$ cat src/rtl/l2_types.sv
// Shared types and helpers for the 2-way set-associative L2 control path.
// Holds the address field geometry, the FSM state encoding, the data-array
// input mux encoding, the registered victim record and the address-field
// extraction helpers used by l2_control.
package l2_types;

  localparam int s_offset = 5;                      // 32-byte line
  localparam int s_index  = 3;                      // 8 sets
  localparam int s_tag    = 32 - s_offset - s_index;

  typedef enum logic [1:0] {
    IDLE      = 2'd0,
    COMPARE   = 2'd1,
    WRITEBACK = 2'd2,
    FILL      = 2'd3
  } state_e;

  // Data-array input mux encoding.
  localparam logic DSEL_WRITE = 1'b0;
  localparam logic DSEL_FILL  = 1'b1;

  // Victim way chosen on a miss, plus a marker that a refill is in flight so
  // the post-fill re-check is not counted as a second miss or as a hit.
  typedef struct packed {
    logic refill;
    logic way;
  } victim_t;

  function automatic logic [s_tag-1:0] addr_tag(input logic [31:0] addr);
    return addr[31 -: s_tag];
  endfunction

  function automatic logic [s_index-1:0] addr_index(input logic [31:0] addr);
    return addr[s_offset +: s_index];
  endfunction

  function automatic logic [31:0] line_addr(input logic [s_tag-1:0]   tag,
                                            input logic [s_index-1:0] idx);
    return {tag, idx, {s_offset{1'b0}}};
  endfunction

endpackage

$ cat src/rtl/l2_perf_counter.sv
// Saturating performance counter.
// Ports:
//   clk, rst_n : clock and asynchronous active-low reset (clears to 0)
//   incr       : count one event this cycle
//   count      : current value; holds at all-ones instead of wrapping
module l2_perf_counter #(
  parameter int width = 16
) (
  input  logic             clk,
  input  logic             rst_n,
  input  logic             incr,
  output logic [width-1:0] count
);

  logic [width-1:0] count_q;
  logic [width-1:0] count_d;

  always_comb begin
    count_d = count_q;
    if (incr && (count_q != '1)) begin
      count_d = count_q + width'(1);
    end
  end

  always_ff @(posedge clk or negedge rst_n) begin
    if (!rst_n) begin
      count_q <= '0;
    end else begin
      count_q <= count_d;
    end
  end

  assign count = count_q;

endmodule

$ cat src/rtl/l2_control.sv
// Control FSM for the 2-way set-associative L2.
// Compares the per-way tag/valid outputs of the storage arrays against the
// upstream request, answers hits directly, and sequences victim writeback and
// line fill through physical memory. Array outputs are combinational, array
// loads happen on the clock edge while a load strobe is high.
// Ports:
//   clk, rst_n                         : clock, asynchronous active-low reset
//   mem_read/mem_write/mem_address     : upstream request (held until mem_resp)
//   mem_resp                           : one-cycle upstream completion pulse
//   pmem_read/pmem_write/pmem_address  : physical memory line transfer request
//   pmem_resp                          : physical memory completion pulse
//   tag0_out/tag1_out/valid_out/dirty_out/lru_out : array read data
//   index/tag_in/valid_in/dirty_in/lru_in         : array index and write data
//   load_tag/load_valid/load_dirty/load_data/load_lru : array load strobes
//   data_sel                           : data-array input mux (write merge / fill)
//   way_sel                            : read-data way mux toward upstream
//   hit_count/miss_count/wb_count      : saturating performance counters
module l2_control
  import l2_types::*;
#(
  parameter int cnt_width = 16
) (
  input  logic                 clk,
  input  logic                 rst_n,
  input  logic                 mem_read,
  input  logic                 mem_write,
  input  logic [31:0]          mem_address,
  output logic                 mem_resp,
  output logic                 pmem_read,
  output logic                 pmem_write,
  output logic [31:0]          pmem_address,
  input  logic                 pmem_resp,
  input  logic [s_tag-1:0]     tag0_out,
  input  logic [s_tag-1:0]     tag1_out,
  input  logic [1:0]           valid_out,
  input  logic [1:0]           dirty_out,
  input  logic                 lru_out,
  output logic [s_index-1:0]   index,
  output logic [s_tag-1:0]     tag_in,
  output logic [1:0]           load_tag,
  output logic [1:0]           load_valid,
  output logic [1:0]           load_dirty,
  output logic [1:0]           load_data,
  output logic                 valid_in,
  output logic                 dirty_in,
  output logic                 lru_in,
  output logic                 load_lru,
  output logic                 data_sel,
  output logic                 way_sel,
  output logic [cnt_width-1:0] hit_count,
  output logic [cnt_width-1:0] miss_count,
  output logic [cnt_width-1:0] wb_count
);

  state_e          state_q, state_d;
  victim_t         victim_q, victim_d;
  logic [1:0]      hit;
  logic            hit_way;
  logic            miss_way;
  logic            hit_incr, miss_incr, wb_incr;
  logic [s_tag-1:0] req_tag;

  // Byte-offset bits never affect line-level control.
  logic unused_offset;
  assign unused_offset = ^mem_address[s_offset-1:0];

  assign req_tag = addr_tag(mem_address);
  assign index   = addr_index(mem_address);
  assign tag_in  = req_tag;

  assign hit[0]  = valid_out[0] && (tag0_out == req_tag);
  assign hit[1]  = valid_out[1] && (tag1_out == req_tag);
  assign hit_way = hit[1];
  assign way_sel = hit[1];

  // NOTE: every output of this block gets a default before the case so no
  // path leaves a signal unassigned, which would otherwise infer a latch.
  always_comb begin
    state_d      = state_q;
    victim_d     = victim_q;
    mem_resp     = 1'b0;
    pmem_read    = 1'b0;
    pmem_write   = 1'b0;
    pmem_address = line_addr(req_tag, index);
    load_tag     = 2'b00;
    load_valid   = 2'b00;
    load_dirty   = 2'b00;
    load_data    = 2'b00;
    valid_in     = 1'b0;
    dirty_in     = 1'b0;
    lru_in       = 1'b0;
    load_lru     = 1'b0;
    data_sel     = DSEL_WRITE;
    hit_incr     = 1'b0;
    miss_incr    = 1'b0;
    wb_incr      = 1'b0;
    miss_way     = 1'b0;

    // Fill an empty way first; only evict by LRU when both ways are valid.
    if (!valid_out[0]) begin
      miss_way = 1'b0;
    end else if (!valid_out[1]) begin
      miss_way = 1'b1;
    end else begin
      miss_way = lru_out;
    end

    unique case (state_q)
      IDLE: begin
        if (mem_read || mem_write) begin
          state_d = COMPARE;
        end
      end

      COMPARE: begin
        if (|hit) begin
          mem_resp = 1'b1;
          load_lru = 1'b1;
          lru_in   = ~hit_way;
          // A simultaneous read and write is served as a write.
          if (mem_write) begin
            load_data[hit_way]  = 1'b1;
            load_dirty[hit_way] = 1'b1;
            dirty_in            = 1'b1;
            data_sel            = DSEL_WRITE;
          end
          // The re-check after a fill is the same access, not a new hit.
          hit_incr        = !victim_q.refill;
          victim_d.refill = 1'b0;
          state_d         = IDLE;
        end else begin
          miss_incr = !victim_q.refill;
          victim_d  = '{refill: 1'b1, way: miss_way};
          if (valid_out[miss_way] && dirty_out[miss_way]) begin
            state_d = WRITEBACK;
          end else begin
            state_d = FILL;
          end
        end
      end

      WRITEBACK: begin
        pmem_write   = 1'b1;
        pmem_address = line_addr(victim_q.way ? tag1_out : tag0_out, index);
        if (pmem_resp) begin
          wb_incr = 1'b1;
          state_d = FILL;
        end
      end

      FILL: begin
        pmem_read = 1'b1;
        if (pmem_resp) begin
          load_data[victim_q.way]  = 1'b1;
          load_tag[victim_q.way]   = 1'b1;
          load_valid[victim_q.way] = 1'b1;
          load_dirty[victim_q.way] = 1'b1;
          data_sel                 = DSEL_FILL;
          valid_in                 = 1'b1;
          dirty_in                 = 1'b0;
          state_d                  = COMPARE;
        end
      end

      default: state_d = IDLE;
    endcase
  end

  // NOTE: state flops use non-blocking assignments so every register samples
  // its next value from the same pre-edge snapshot.
  always_ff @(posedge clk or negedge rst_n) begin
    if (!rst_n) begin
      state_q  <= IDLE;
      victim_q <= '0;
    end else begin
      state_q  <= state_d;
      victim_q <= victim_d;
    end
  end

  l2_perf_counter #(.width(cnt_width)) u_hit_cnt (
    .clk   (clk),
    .rst_n (rst_n),
    .incr  (hit_incr),
    .count (hit_count)
  );

  l2_perf_counter #(.width(cnt_width)) u_miss_cnt (
    .clk   (clk),
    .rst_n (rst_n),
    .incr  (miss_incr),
    .count (miss_count)
  );

  l2_perf_counter #(.width(cnt_width)) u_wb_cnt (
    .clk   (clk),
    .rst_n (rst_n),
    .incr  (wb_incr),
    .count (wb_count)
  );

endmodule

$ cat config.mk
export PLATFORM = sky130hd
export DESIGN_NAME = l2_control
export DESIGN_NICKNAME = d
export VERILOG_FILES = /design/src/rtl/l2_types.sv /design/src/rtl/l2_perf_counter.sv /design/src/rtl/l2_control.sv
export SDC_FILE = /design/constraint.sdc
export NUM_CORES = 1
export LEC_CHECK = 0
export CAP_MARGIN = 20
export CORE_AREA = 2 2 109 111
export DETAILED_ROUTE_END_ITERATION = 10
export DIE_AREA = 0 0 111 113
export PLACE_DENSITY = 0.74
export SLEW_MARGIN = 20
export SYNTH_ARGS = -nofsm -noshare
export SYNTH_HDL_FRONTEND = slang
export SYNTH_SLANG_ARGS = --single-unit
$ cat constraint.sdc
create_clock -name clk -period 2.2 [get_ports clk]
set_clock_uncertainty 0.2 [all_clocks]
set_input_delay 0.33 -clock clk [delete_from_list [all_inputs] [get_ports clk]]
set_output_delay 0.33 -clock clk [all_outputs]
set_load 0.1 [all_outputs]
==> flow_summary_export.csv <==
group,metric,value,unit
run_status,outcome,"complete, but fails checks",
run_status,failing_checks,"setup timing",
clock_network,cts-buffers-inserted,5,
worst_hold_path,hold_class,"flip-flop to flip-flop",
floorplan,start_util,0.356,
sta,hold_violations,0,
logic_synthesis,netlist_top_cells_area,"sky130_fd_sc_hd__dfrtp_1 (32%), sky130_fd_sc_hd__xnor2_1 (11%), sky130_fd_sc_hd__xor2_1 (9.6%)",
logic_synthesis,synthArstFlopShare,1.00,
logic_synthesis,top_cells_by_count_synth,"sky130_fd_sc_hd__dfrtp_1 (52), sky130_fd_sc_hd__xnor2_1 (49), sky130_fd_sc_hd__xor2_1 (44)",
logic_synthesis,synth-seq-area-share,0.324,
grt,antenna_found_initial,3,
worst_setup_path,critPathMaxFanout,2,
place,port_buffers,194,
drt,drt_drc_violations_left,0,
logic_synthesis,synth-warning-count,0,
floorplan,number_of_placement_rows,39,
sta,period_minus_slack,2.72,ns
place,finalWeightedCongestion,0.889,
worst_setup_path,setup.worst_path.end_class,"output pin",
logic_synthesis,syn-mean-instance-area,8.97,sq um
logic_synthesis,main_synth_ff_type,"sky130_fd_sc_hd__dfrtp_1",
clock_network,cts_root_buffer,"sky130_fd_sc_hd__clkbuf_16",
floorplan,die-area,12500,sq um
drt,detailedRoute.firstPassIterationCount,5,
clock_network,cts.reportedPaths.clkPinSlew,0.07,ns
grt,grt_max_degree,30,
worst_setup_path,setup.reg_to_reg.worst_slack,0,ns
sta,report.final.slew_viol_count,0,
grt,grt_first_pass_wirelength,26500,um
floorplan,fp.dieH,113,um
flow_run,max_cap_violations,0,
pwr,p_total,0.00787,W
clock_network,worstSkewPairLatency,0.29,ns
logic_synthesis,yosysMostFrequentCell,"sky130_fd_sc_hd__dfrtp_1",
worst_setup_path,worst-setup-path-type,"input pin to output pin",
clock_network,htree_levels,2,
final_layout,layout.nets,832,
drt,avgRoutedWirePerCell,22.6,um
drt,routed_via_density,5.43,
final_layout,synthesis_to_finish_area_growth,127,%
place,dp_worst_setup_slack,-0.769,ns
worst_setup_path,crit_path_start_kind,"input pin",
pwr,leakage,4.11,nW
logic_synthesis,synth_largest_type_area_fraction,0.324,
clock_network,clk_sink_count,52,
sta,worst_slew_slack_as_a_fraction_of_its_limit,0.619,
logic_synthesis,syn_inst,448,
grt,grt-ovfl-total,0,
sta,min_period_over_period,1.24,
sta,whs,0.281,ns
logic_synthesis,yosys_register_bits,52,
drt,drt_iter0_markers,286,
sta,timing_worst_slew_pin_value,0.571,ns
sta,final_worst_setup_slack,-0.518,ns
drt,detail-route-antenna-nets,0,
drt,wl,19900,um
sta,finalSetupViolations,40,
pwr,peakVddDrop,0.000968,V
floorplan,die_width,111,um
final_layout,layout-drive-gt1-share,0.715,
logic_synthesis,synth-edff-count,0,
floorplan,coreArea,11300,sq um
sta,unrepaired_setup_endpoints_after_global_routing,"true",
grt,grt_pass1_vias,4943,
drt,routed-via-count,4789,
grt,gr-usage-all-layers,0.268,
sta,fmax,368,MHz
floorplan,top_level_ports,214,
logic_synthesis,syn-cell-area,4020,sq um
place,post-dp-hpwl,12400,um
logic_synthesis,yosys.cell_types.count,40,
clock_network,cts_buffer_depth,2,
worst_setup_path,critical_path_required,1.67,ns
sta,tns,-5.63,ns
pwr,power_density,862,nW/um^2
worst_setup_path,worst_ep_arrival_time,2.19,ns
logic_synthesis,yosys.area.top_type,"sky130_fd_sc_hd__dfrtp_1",
clock_network,cts_tree,"yes",
==> logic make-up after synthesis <==
kind of cell / Yosys count / synth area share
AO/OA/AOI/OAI: 38 / 0.0604
multiplexers: 28 / 0.0710
other: 1 / 0.000933
buffers and inverters: 62 / 0.0978
adder cells (fa/ha/maj): 7 / 0.0218
flip-flops: 52 / 0.324
XOR/XNOR: 93 / 0.203
AND/OR/NAND/NOR: 167 / 0.221
==> cells in the final DEF, fill, tap and decap left out, drive strengths merged, types with 2 or more instances in the layout <==
master / instances
a21oi: 26
a31oi: 2
and2: 4
and3: 12
and4: 5
buf: 283
clkbuf: 25
clkdlybuf4s15: 4
clkdlybuf4s50: 7
conb: 5
dfrtp: 52
diode: 3
dlygate4sd2: 10
dlymetal6s2s: 5
ha: 7
inv: 9
mux2: 4
mux2i: 24
nand2: 24
nand2b: 2
nand3: 19
nand4: 24
nor2: 43
nor3: 11
nor4: 17
nor4b: 2
o21ai: 5
xnor2: 49
xor2: 44
==> layer usage <==
metal,routed length (um),vias to the layer above,track usage
met5,0,-,0
met4,1210,0,0.110
met3,1220,79,0.0589
met2,10300,249,0.495
met1,7120,2375,0.299
li1,-,2086,-
==> area by class of cell <==
cell class	count	area, sq um
Multi-Input combinational cell	338	3760
Timing Repair Buffer	330	3590
Fill cell	590	2140
Sequential cell	52	1420
Tap cell	143	179
Clock buffer	5	125
Inverter	8	32.5
Clock inverter	3	27.5
Antenna cell	3	7.51
==> power breakdown <==
part           switching [W]  leakage (nW)  internal, W
Sequential          0.000124         0.626      0.00111
Clock               0.000387        0.0719     0.000433
Combinational        0.00367          3.41      0.00215
Total                0.00418          4.11      0.00370
==> registers in the layout, summed over array words and instances, names as in the netlist <==
signal            cells
u_hit_cnt.count      16
u_miss_cnt.count     16
u_wb_cnt.count       16
state_q               2
victim_q              2
==> worst max-delay path, cell delays in order <==
cell and delay [ns]:
sky130_fd_sc_hd__buf_2 0.16, sky130_fd_sc_hd__xnor2_4 0.23, sky130_fd_sc_hd__nand4_1 0.17, sky130_fd_sc_hd__nor4_2 0.34, sky130_fd_sc_hd__nand4_1 0.32, sky130_fd_sc_hd__a21oi_4 0.28, sky130_fd_sc_hd__and2_4 0.18, sky130_fd_sc_hd__buf_12 0.17
==> what timing repair did <==
| action | 4_1_cts | 5_1_grt |
|---|---|---|
| gates resized for setup | 257 | 169 |
| pin swaps | 61 | 75 |
| hold buffers | 1 | 0 |
| gates cloned | 4 | 2 |
| endpoints found under the hold margin | 23 | 0 |
| setup buffers | 23 | 26 |
| endpoints found under the setup margin | 60 | 82 |
==> per-stage QoR <==
| step | std cells | utilization | area (sq um) |
|---|---|---|---|
| after global routing | 882 | 0.811 | 9140 |
| after CTS | 855 | 0.747 | 8420 |
| after floorplan | 452 | - | 4860 |
| after global placement | 819 | 0.682 | 7690 |
| final | 882 | 0.811 | 9140 |
| after detailed placement | 819 | 0.682 | 7690 |
==> path summary, 6_finish.rpt <==
kind	start	to	depth (start not counted)
setup / recovery	tag1_out[8]	dirty_in	8
hold / removal	u_wb_cnt.count[5]$_DFFE_PN0P_	u_wb_cnt.count[5]$_DFFE_PN0P_	1
setup reg to reg	state_q[1]$_DFFE_PN0P_	state_q[0]$_DFFE_PN0P_	9
hold reg to reg	u_wb_cnt.count[5]$_DFFE_PN0P_	u_wb_cnt.count[5]$_DFFE_PN0P_	1
max in group asynchronous	rst_n	u_miss_cnt.count[0]$_DFFE_PN0P_	3
min in group asynchronous	rst_n	u_wb_cnt.count[2]$_DFFE_PN0P_	2
Power figures use the tool's default switching activity.
